--- config.mk ---
export PLATFORM = sky130hd
export DESIGN_NAME = reg_readback_serializer_flat
export DESIGN_NICKNAME = d
export VERILOG_FILES = /design/src/rtl/rsnn_pkg.sv /design/src/rtl/reg_readback_serializer_if.sv /design/src/rtl/reg_readback_serializer_bit_mux.sv /design/src/rtl/reg_readback_serializer.sv /design/src/flat_wrapper.sv
export SDC_FILE = /design/constraint.sdc
export NUM_CORES = 1
export LEC_CHECK = 0
export ABC_AREA = 1
export CAP_MARGIN = 20
export CORE_MARGIN = 3
export CORE_UTILIZATION = 51
export CTS_BUF_LIST = sky130_fd_sc_hd__clkbuf_2 sky130_fd_sc_hd__clkbuf_4 sky130_fd_sc_hd__clkbuf_8
export DETAILED_ROUTE_END_ITERATION = 8
export PLACE_DENSITY = 0.85
export SYNTH_ARGS = -nofsm -noshare
export SYNTH_HDL_FRONTEND = slang
export SYNTH_SLANG_ARGS = --single-unit
--- constraint.sdc ---
create_clock -name clk -period 2.24 [get_ports clk]
set_input_delay 0.224 -clock clk [delete_from_list [all_inputs] [get_ports clk]]
set_output_delay 0.224 -clock clk [all_outputs]
set_load 0.1 [all_outputs]
--- src/rtl/rsnn_pkg.sv ---
// Shared RSNN definitions: readback FSM encoding, stream sync header and a
// width helper for sizing counters.
package rsnn_pkg;

    typedef enum logic [2:0] {
        ST_IDLE   = 3'd0,
        ST_HEADER = 3'd1,
        ST_DATA   = 3'd2,
        ST_PARITY = 3'd3,
        ST_DONE   = 3'd4
    } state_e;

    localparam int                 HDR_LEN = 4;
    localparam logic [HDR_LEN-1:0] HDR     = 4'b1010;

    // Bits needed to index n items, never less than one.
    function automatic int clog2_min1(input int n);
        int w;
        w = 0;
        while ((1 << w) < n) w++;
        return (w < 1) ? 1 : w;
    endfunction

endpackage

--- src/rtl/reg_readback_serializer_if.sv ---
// Bit-serial readback stream with valid/ready flow control.
interface reg_readback_serializer_if;

    logic sout;
    logic sout_valid;
    logic sout_ready;

    modport master (output sout, output sout_valid, input sout_ready);
    modport slave  (input sout, input sout_valid, output sout_ready);

endinterface

--- src/rtl/reg_readback_serializer_bit_mux.sv ---
// Selects snapshot bit [reg_idx][WIDTH-1-bit_cnt]: register 0 first, MSB first.
module readback_bit_mux #(
    parameter int WIDTH    = 3,
    parameter int NUM_REGS = 8,
    parameter int IDX_W    = 3,
    parameter int BIT_W    = 2
) (
    input  logic [NUM_REGS*WIDTH-1:0] snap_i,
    input  logic [IDX_W-1:0]          reg_idx_i,
    input  logic [BIT_W-1:0]          bit_cnt_i,
    output logic                      bit_o
);

    // Out-of-range index codes (non power-of-two sizes) read as 0.
    always_comb begin
        bit_o = 1'b0;
        for (int r = 0; r < NUM_REGS; r++) begin
            for (int b = 0; b < WIDTH; b++) begin
                if (reg_idx_i == IDX_W'(r) && bit_cnt_i == BIT_W'(b)) begin
                    bit_o = snap_i[r*WIDTH + WIDTH - 1 - b];
                end
            end
        end
    end

endmodule

--- src/rtl/reg_readback_serializer.sv ---
// Snapshots the parameter register bank on start and streams it out as
// sync header, data bits (reg 0 first, MSB first) and an even-parity bit.
module reg_readback_serializer
    import rsnn_pkg::*;
#(
    parameter int WIDTH    = 3,
    parameter int NUM_REGS = 8
) (
    input  logic                      clk,
    input  logic                      reset,
    input  logic                      start,
    input  logic [NUM_REGS*WIDTH-1:0] reg_bus,
    reg_readback_serializer_if.master sout_if,
    output logic                      busy,
    output logic                      done
);

    localparam int               IDX_W    = clog2_min1(NUM_REGS);
    localparam int               BIT_W    = clog2_min1(WIDTH);
    localparam logic [IDX_W-1:0] IDX_LAST = IDX_W'(NUM_REGS - 1);
    localparam logic [BIT_W-1:0] BIT_LAST = BIT_W'(WIDTH - 1);
    localparam logic [1:0]       HDR_LAST = 2'(HDR_LEN - 1);

    state_e                      state_q, state_d;
    logic [NUM_REGS*WIDTH-1:0]   snap_q, snap_d;
    logic [1:0]                  hdr_cnt_q, hdr_cnt_d;
    logic [IDX_W-1:0]            reg_idx_q, reg_idx_d;
    logic [BIT_W-1:0]            bit_cnt_q, bit_cnt_d;
    logic                        data_bit;
    logic                        xfer;

    readback_bit_mux #(
        .WIDTH    (WIDTH),
        .NUM_REGS (NUM_REGS),
        .IDX_W    (IDX_W),
        .BIT_W    (BIT_W)
    ) u_bit_mux (
        .snap_i    (snap_q),
        .reg_idx_i (reg_idx_q),
        .bit_cnt_i (bit_cnt_q),
        .bit_o     (data_bit)
    );

    assign xfer = sout_if.sout_valid & sout_if.sout_ready;

    // NOTE: sequential state uses non-blocking assignments so every register
    // samples the pre-edge value of the others.
    always_ff @(posedge clk or posedge reset) begin
        if (reset) begin
            state_q   <= ST_IDLE;
            // NOTE: the snapshot is cleared on reset too, so a frame abandoned
            // by reset leaves no stale register contents behind.
            snap_q    <= '0;
            hdr_cnt_q <= '0;
            reg_idx_q <= '0;
            bit_cnt_q <= '0;
        end else begin
            state_q   <= state_d;
            snap_q    <= snap_d;
            hdr_cnt_q <= hdr_cnt_d;
            reg_idx_q <= reg_idx_d;
            bit_cnt_q <= bit_cnt_d;
        end
    end

    // Counters only move on a transfer, so a stalled bit is held unchanged.
    always_comb begin
        // NOTE: every next-state signal defaults to hold before the case,
        // which keeps this block free of inferred latches.
        state_d   = state_q;
        snap_d    = snap_q;
        hdr_cnt_d = hdr_cnt_q;
        reg_idx_d = reg_idx_q;
        bit_cnt_d = bit_cnt_q;
        unique case (state_q)
            ST_IDLE: begin
                if (start) begin
                    snap_d    = reg_bus;
                    hdr_cnt_d = '0;
                    reg_idx_d = '0;
                    bit_cnt_d = '0;
                    state_d   = ST_HEADER;
                end
            end
            ST_HEADER: begin
                if (xfer) begin
                    if (hdr_cnt_q == HDR_LAST) begin
                        hdr_cnt_d = '0;
                        state_d   = ST_DATA;
                    end else begin
                        hdr_cnt_d = hdr_cnt_q + 2'd1;
                    end
                end
            end
            ST_DATA: begin
                if (xfer) begin
                    if (bit_cnt_q == BIT_LAST) begin
                        bit_cnt_d = '0;
                        if (reg_idx_q == IDX_LAST) begin
                            reg_idx_d = '0;
                            state_d   = ST_PARITY;
                        end else begin
                            reg_idx_d = reg_idx_q + 1'b1;
                        end
                    end else begin
                        bit_cnt_d = bit_cnt_q + 1'b1;
                    end
                end
            end
            ST_PARITY: begin
                if (xfer) state_d = ST_DONE;
            end
            ST_DONE: state_d = ST_IDLE;
            default: state_d = ST_IDLE;
        endcase
    end

    // Outputs decode registered state only, so reset clears them at once.
    always_comb begin
        sout_if.sout       = 1'b0;
        sout_if.sout_valid = 1'b0;
        busy               = 1'b0;
        done               = 1'b0;
        unique case (state_q)
            ST_HEADER: begin
                sout_if.sout       = HDR[HDR_LAST - hdr_cnt_q];
                sout_if.sout_valid = 1'b1;
                busy               = 1'b1;
            end
            ST_DATA: begin
                sout_if.sout       = data_bit;
                sout_if.sout_valid = 1'b1;
                busy               = 1'b1;
            end
            ST_PARITY: begin
                sout_if.sout       = ^snap_q;
                sout_if.sout_valid = 1'b1;
                busy               = 1'b1;
            end
            ST_DONE: begin
                busy = 1'b1;
                done = 1'b1;
            end
            default: ;
        endcase
    end

endmodule

--- src/flat_wrapper.sv ---
// flat-port wrapper written by rule: the top's interface ports become plain ports
module reg_readback_serializer_flat import rsnn_pkg::*;
#(
    parameter int WIDTH    = 3,
    parameter int NUM_REGS = 8
)
  (clk, reset, start, reg_bus, busy, done, sout_if_sout, sout_if_sout_valid, sout_if_sout_ready);
  reg_readback_serializer_if sout_if_i ();
  input  logic clk;
  input  logic reset;
  input  logic start;
  input  logic [NUM_REGS*WIDTH-1:0] reg_bus;
  output logic busy;
  output logic done;
  output wire logic [$bits(sout_if_i.sout)-1:0] sout_if_sout;
  output wire logic [$bits(sout_if_i.sout_valid)-1:0] sout_if_sout_valid;
  input wire logic [$bits(sout_if_i.sout_ready)-1:0] sout_if_sout_ready;
  assign sout_if_sout = sout_if_i.sout;
  assign sout_if_sout_valid = sout_if_i.sout_valid;
  assign sout_if_i.sout_ready = sout_if_sout_ready;
  reg_readback_serializer #(.WIDTH(WIDTH), .NUM_REGS(NUM_REGS)) u_core (.clk(clk), .reset(reset), .start(start), .reg_bus(reg_bus), .sout_if(sout_if_i), .busy(busy), .done(done));
endmodule
# --- Word-level counts from Yosys, hierarchy flattened ---
# Cells that the tools add are included.
word_totals:
  mem_bits_rw: 0
  mem_count: 0
  latch_bits: 0
  rom_bits: 0
  out_inout_bits: 4
  register_bits: 34
  elab_cells: 119
  input_bits: 28
classes:
  shift: 0
  addsub: 4
  magnitude_cmp: 1
  mul: 0
  n_mux: 50
  bitwise: 1
  eq_ne: 21
  reduce_logical: 37
  n_div: 0
op_table:
  columns: ["cell", "n"]
  rows:
  - ["2-to-1 mux 3 bit", 11]
  - ["2-to-1 mux 1 bit", 28]
  - ["logical AND 1 bit", 24]
  - ["parity 24 bit", 1]
  - ["== test 3 bit (second input constant)", 5]
  - ["== test 3 x 2 -> 1 bit (second input constant)", 4]
  - ["inequality test 2 x 1 -> 1 bit (second input constant)", 6]
  - ["one-hot mux 3 bit (4 select lines)", 1]
  - ["2-to-1 mux 2 bit", 5]
  - ["one-hot mux 2 bit (2 select lines)", 2]
  - ["AND reduction 7 bit", 1]
  - ["== test 3 x 1 -> 1 bit (second input constant)", 2]
  - ["logical NOT 3 bit", 2]
  - ["one-hot mux 3 bit (2 select lines)", 1]
  - ["AND reduction 3 bit", 2]
  - ["adder 2 x 1 -> 2 bit (second input constant)", 2]
  - ["== test 2 bit (second input constant)", 2]
  - ["AND reduction 4 bit", 1]
  - ["nonzero test 2 bit", 2]
  - ["OR reduction 4 bit", 1]
  - ["adder 3 x 1 -> 3 bit (second input constant)", 1]
  - ["< comparator 2 x 3 -> 1 bit (second input constant)", 1]
  - ["one-hot mux 1 bit (3 select lines)", 1]
  - ["OR reduction 3 bit", 1]
  - ["7 further kinds", 7]

# --- Longest topological paths before layout ---
depth:
  ltp_word: 27
  mapped_depth: 29
  ltp_nobuf: 29

# --- Modules after synthesis ---
# A second synthesis with hierarchy kept.
hier_totals:
  hier_cells: 360
  hier_area_um2: 2513.7
by_module_without_submodules:
  columns: ["mod", "seq_area_each_um2", "area_each_um2", "cells_per_inst", "n_inst"]
  rows:
  - ["reg_readback_serializer", 850.8, 2140.8, 280, 1]
  - ["readback_bit_mux", 0.0, 372.9, 80, 1]

# --- Least setup slack after synthesis ---
# No wires, ideal clock.
synth_timing:
  path_kind: "flip-flop to output port"
  start: "register u_core.reg_idx_q[0]"
  end: "output port sout_if_sout"
  path_stages_with_launch: 30
  arrival_ns: 2.675
  n_path_buf: 0
  required_time_ns: 2.016
  setup_slack_ns: -0.659
  cell_sequence: "dfrtp_1 inv_1 ha_1 inv_1 nor2_1 nand2_1 nor2_1 o21bai_1 nand2_1 nand2_1 nand2_1 nand2_1 nand3_1 nand3_1 nand2_1 nand2_1 nand2_1 nand2_1 nand2_1 nand2_1 nand2_1 nand2_1 nand2_1 nand2_1 nand2_1 nand2_1 nand2_1 nand2_1 nand2_1 nand2_1"
synth_via:
  elab_chain_cells: 27
  elab_cells_between_ends: 57
  classes_between: "7 x eq/ne; 25 x mux; 25 x reduce/logical"
synth_rtl:
  columns: ["item", "line_no", "source"]
  rows:
  - ["from (decl)", "reg_readback_serializer.sv:27", "logic [IDX_W-1:0] reg_idx_q, reg_idx_d;"]
  - ["from (signal assigned)", "reg_readback_serializer.sv:61", "reg_idx_q <= reg_idx_d;"]
  - ["logical NOT 3 bit", "reg_readback_serializer_bit_mux.sv:19", "if (reg_idx_i == IDX_W'(r) && bit_cnt_i == BIT_W'(b)) begin"]
  - ["logical AND 1 bit", "reg_readback_serializer_bit_mux.sv:19", null]
  - ["2-to-1 mux 1 bit (23 in a row)", "reg_readback_serializer_bit_mux.sv:19", null]
  - ["2-to-1 mux 1 bit *", "reg_readback_serializer_bit_mux.sv:19", null]
  - ["one-hot mux 1 bit (3 select lines) *", "reg_readback_serializer.sv:124", "unique case (state_q)"]
  - ["to (decl)", "flat_wrapper.sv:15", "output wire logic [$bits(sout_if_i.sout)-1:0] sout_if_sout;"]
# Mark *: on every way between the ends. The rest lies on a longest branch, timed or not.

# --- Worst setup path after layout ---
# Ends and elaborated chain as after synthesis.

==> reports/qor.yml <==
status:
  status: "complete, but fails checks"
  violations: "setup timing"
timing:
  worst_slew_pin_slew_ps: 444
  slew_viol_final: 0
  layout_setup_ws_ps: -911
  clock.fmax_mhz: 317
  rsz0062_at_grt: "yes"
  relSlewSlack_pct: 70.4
  setup-tns-final_ps: -911
  hold_violations: 0
  finalCriticalPeriod_ps: 3150
  fin_skew_ps: 4.75
  setup_violations: 1
  fin_crit_sh_pct: 141
critical_path:
  timing.rr.end: "u_core.state_q[1]$_DFFE_PP0P_"
  cp_max_fo: 3
  path_class: "register to primary output"
  cp.arrival_ps: 2930
  worst_ep_required_time_ps: 2020
  cp_num_buf_inv: 3
  end_kind: "primary output"
  path_delay_family: "simple AND/OR/NAND/NOR gates"
  r2r_slack_ps: 350
  start_kind: "register"
  cp_common_cell: "nand2_1"
  worstReg2RegStart: "u_core.reg_idx_q[0]$_DFFE_PP0P_"
  slowest_stage: "dfrtp_2"
  reg2regPathDepth: 9
  cp.depth: 30
  slowest_delay_ps: 460
placement:
  gp_congestion: 0.820
  dp_hpwl_um: 3460
  io_buffers: 31
route:
  ant_nets: 0
  drcViolationCount: 0
  wl_um: 5020
  wire_per_inst_um: 12.7
  via_per_inst: 5.03
  routed-via-count: 1980
  dr.pass1.iters: 4
  drtIter0Drc: 124
global_routing:
  grt_pass1_vias: 1986
  globalRouteMet3Util_pct: 4.97
  grt_max_degree: 35
  grt_use_total_pct: 20.9
  overflow: 0
  grt_busiest_layer: "met2"
  met2_usage_pct: 36.8
  met1_usage_pct: 22.9
  grt_pass1_wl_um: 8310
  antenna_found_initial: 0
cells_and_area:
  syn_to_final_growth_pct: 36.8
  multi_input_area_mm2: 0.00118
  final_cell_mix: "nand2_1, inv_1, buf_4, dfrtp_1, clkdlybuf4s50_1"
  layout-drive-gt1-share_pct: 26.2
  nFillCells: 285
  final_common_cell: "nand2_1"
  antenna_cells: 0
  final-seq-area_um2: 852
  num-nets-final: 380
min_path:
  hp-class: "primary input to asynchronous set/reset pin"
floorplan:
  die_y_um: 71.1
  ios: 32
  die_area_mm2: 0.00505
  start_util_pct: 53.3
  fp.dieW_um: 71.1
  core-area_mm2: 0.00406
  rows: 23
clock_network:
  cts_inserted_buffers: 5
  clk_path_buf_depth: 2
  htree_num_levels: 2
  cts_root_buffer: "clkbuf_8"
  cts_tree: "yes"
  path_clk_slew_ps: 70
  cts.sinks: 34
  hold_buffers: 0
  clk_latency_ps: 290
synth:
  synth.distinct_cells: 23
  synth_nets: 312
  syn_avg_cell_area_um2: 7.86
  yosys_warnings: 0
  syn-cell-area_mm2: 0.00216
  synth_cells: 275
  synth_seq_area_share_pct: 39.4
  ys_ff_latch: 34
flow_run:
  max_cap_violations: 0
-- flip-flops by register name (all words and copies together), names as in the netlist --
| register | flops |
|---|---|
| u_core.state_q | 3 |
| u_core.hdr_cnt_q | 2 |
| u_core.reg_idx_q | 3 |
| u_core.bit_cnt_q | 2 |
| u_core.snap_q | 24 |
-- timing repair --
action	CTS	global route
setup endpoints to repair	1	1
buffers inserted	2	2
pin swaps	2	9
gates resized for setup	6	16
endpoints found under the hold margin	0	0
-- tightest hold or removal path: cells and delay by family --
kind,cells,cell delay [ps]
buffers and inverters,3,820
-- metal layers --
metal / share of wire, % / wire length [µm]
met4: 3.9 / 195
met3: 3.8 / 190
met5: 0 / 0
met2: 50 / 2490
met1: 43 / 2140
-- worst max path at each step --
stage                                         start            to  slack [ps]
floorplan           u_core.reg_idx_q[0]$_DFFE_PP0P_  sout_if_sout        -410
global placement    u_core.reg_idx_q[1]$_DFFE_PP0P_  sout_if_sout        -360
detailed placement  u_core.reg_idx_q[0]$_DFFE_PP0P_  sout_if_sout        -440
CTS                 u_core.reg_idx_q[0]$_DFFE_PP0P_  sout_if_sout        -760
global route        u_core.reg_idx_q[0]$_DFFE_PP0P_  sout_if_sout       -1140
finish              u_core.reg_idx_q[0]$_DFFE_PP0P_  sout_if_sout        -910
-- metrics by stage --
step / utilization, % / worst slack, ps / std cells / instance area [µm²] / hold slack (ps)
3_5_place_dp: 67.8 / -441 / 382 / 2750 / 553
4_1_cts: 71.0 / -759 / 392 / 2880 / 335
2_1_floorplan: - / -406 / 275 / 2170 / 345
3_3_place_gp: 67.8 / -364 / 382 / 2750 / 549
6_report: 72.8 / -911 / 394 / 2960 / 321
5_1_grt: 72.8 / -1140 / 394 / 2960 / 374
-- area by class of cell --
class / count / area share, %
clock buffer: 7 / 3.05
tap: 50 / 2.12
clock inverter: 1 / 0.169
multi-input combinational: 185 / 39.8
inverter: 53 / 6.82
timing repair buffer: 64 / 19.2
sequential: 34 / 28.8
-- Yosys cell counts --
| cell type | count | share of area (%) |
|---|---|---|
| nand2_2 | 1 | 0.29 |
| inv_1 | 46 | 8.0 |
| o21ai_2 | 1 | 0.41 |
| o21ai_0 | 20 | 4.6 |
| a31oi_1 | 4 | 1.2 |
| nand3_1 | 14 | 3.2 |
| dfrtp_1 | 34 | 39 |
| mux2_2 | 14 | 7.3 |
| nor2_4 | 1 | 0.52 |
| nor3_1 | 4 | 0.93 |
| a21oi_1 | 2 | 0.46 |
| nand2_1 | 63 | 11 |
| xor2_1 | 6 | 2.4 |
| nor2_2 | 2 | 0.58 |
| o21bai_1 | 1 | 0.35 |
| inv_2 | 7 | 1.2 |
| a311oi_1 | 1 | 0.41 |
| or2_2 | 1 | 0.29 |
| nor2_1 | 18 | 3.1 |
| clkbuf_1 | 3 | 0.52 |
| o22ai_1 | 6 | 1.7 |
| xnor2_1 | 17 | 6.9 |
| ha_1 | 9 | 5.2 |
-- logic make-up after synthesis --
logic type	count (synthesis)	synth area share, %
xor+xnor	23	9.32
flops	34	39.4
compound gates	35	9.15
mux	14	7.30
buf+inv	56	9.73
fa+ha+maj	9	5.21
simple gates	104	19.9
Power is left out: the tool's default activity adds up to more than one toggle a clock period on the data nets, which glitch-free logic cannot reach.
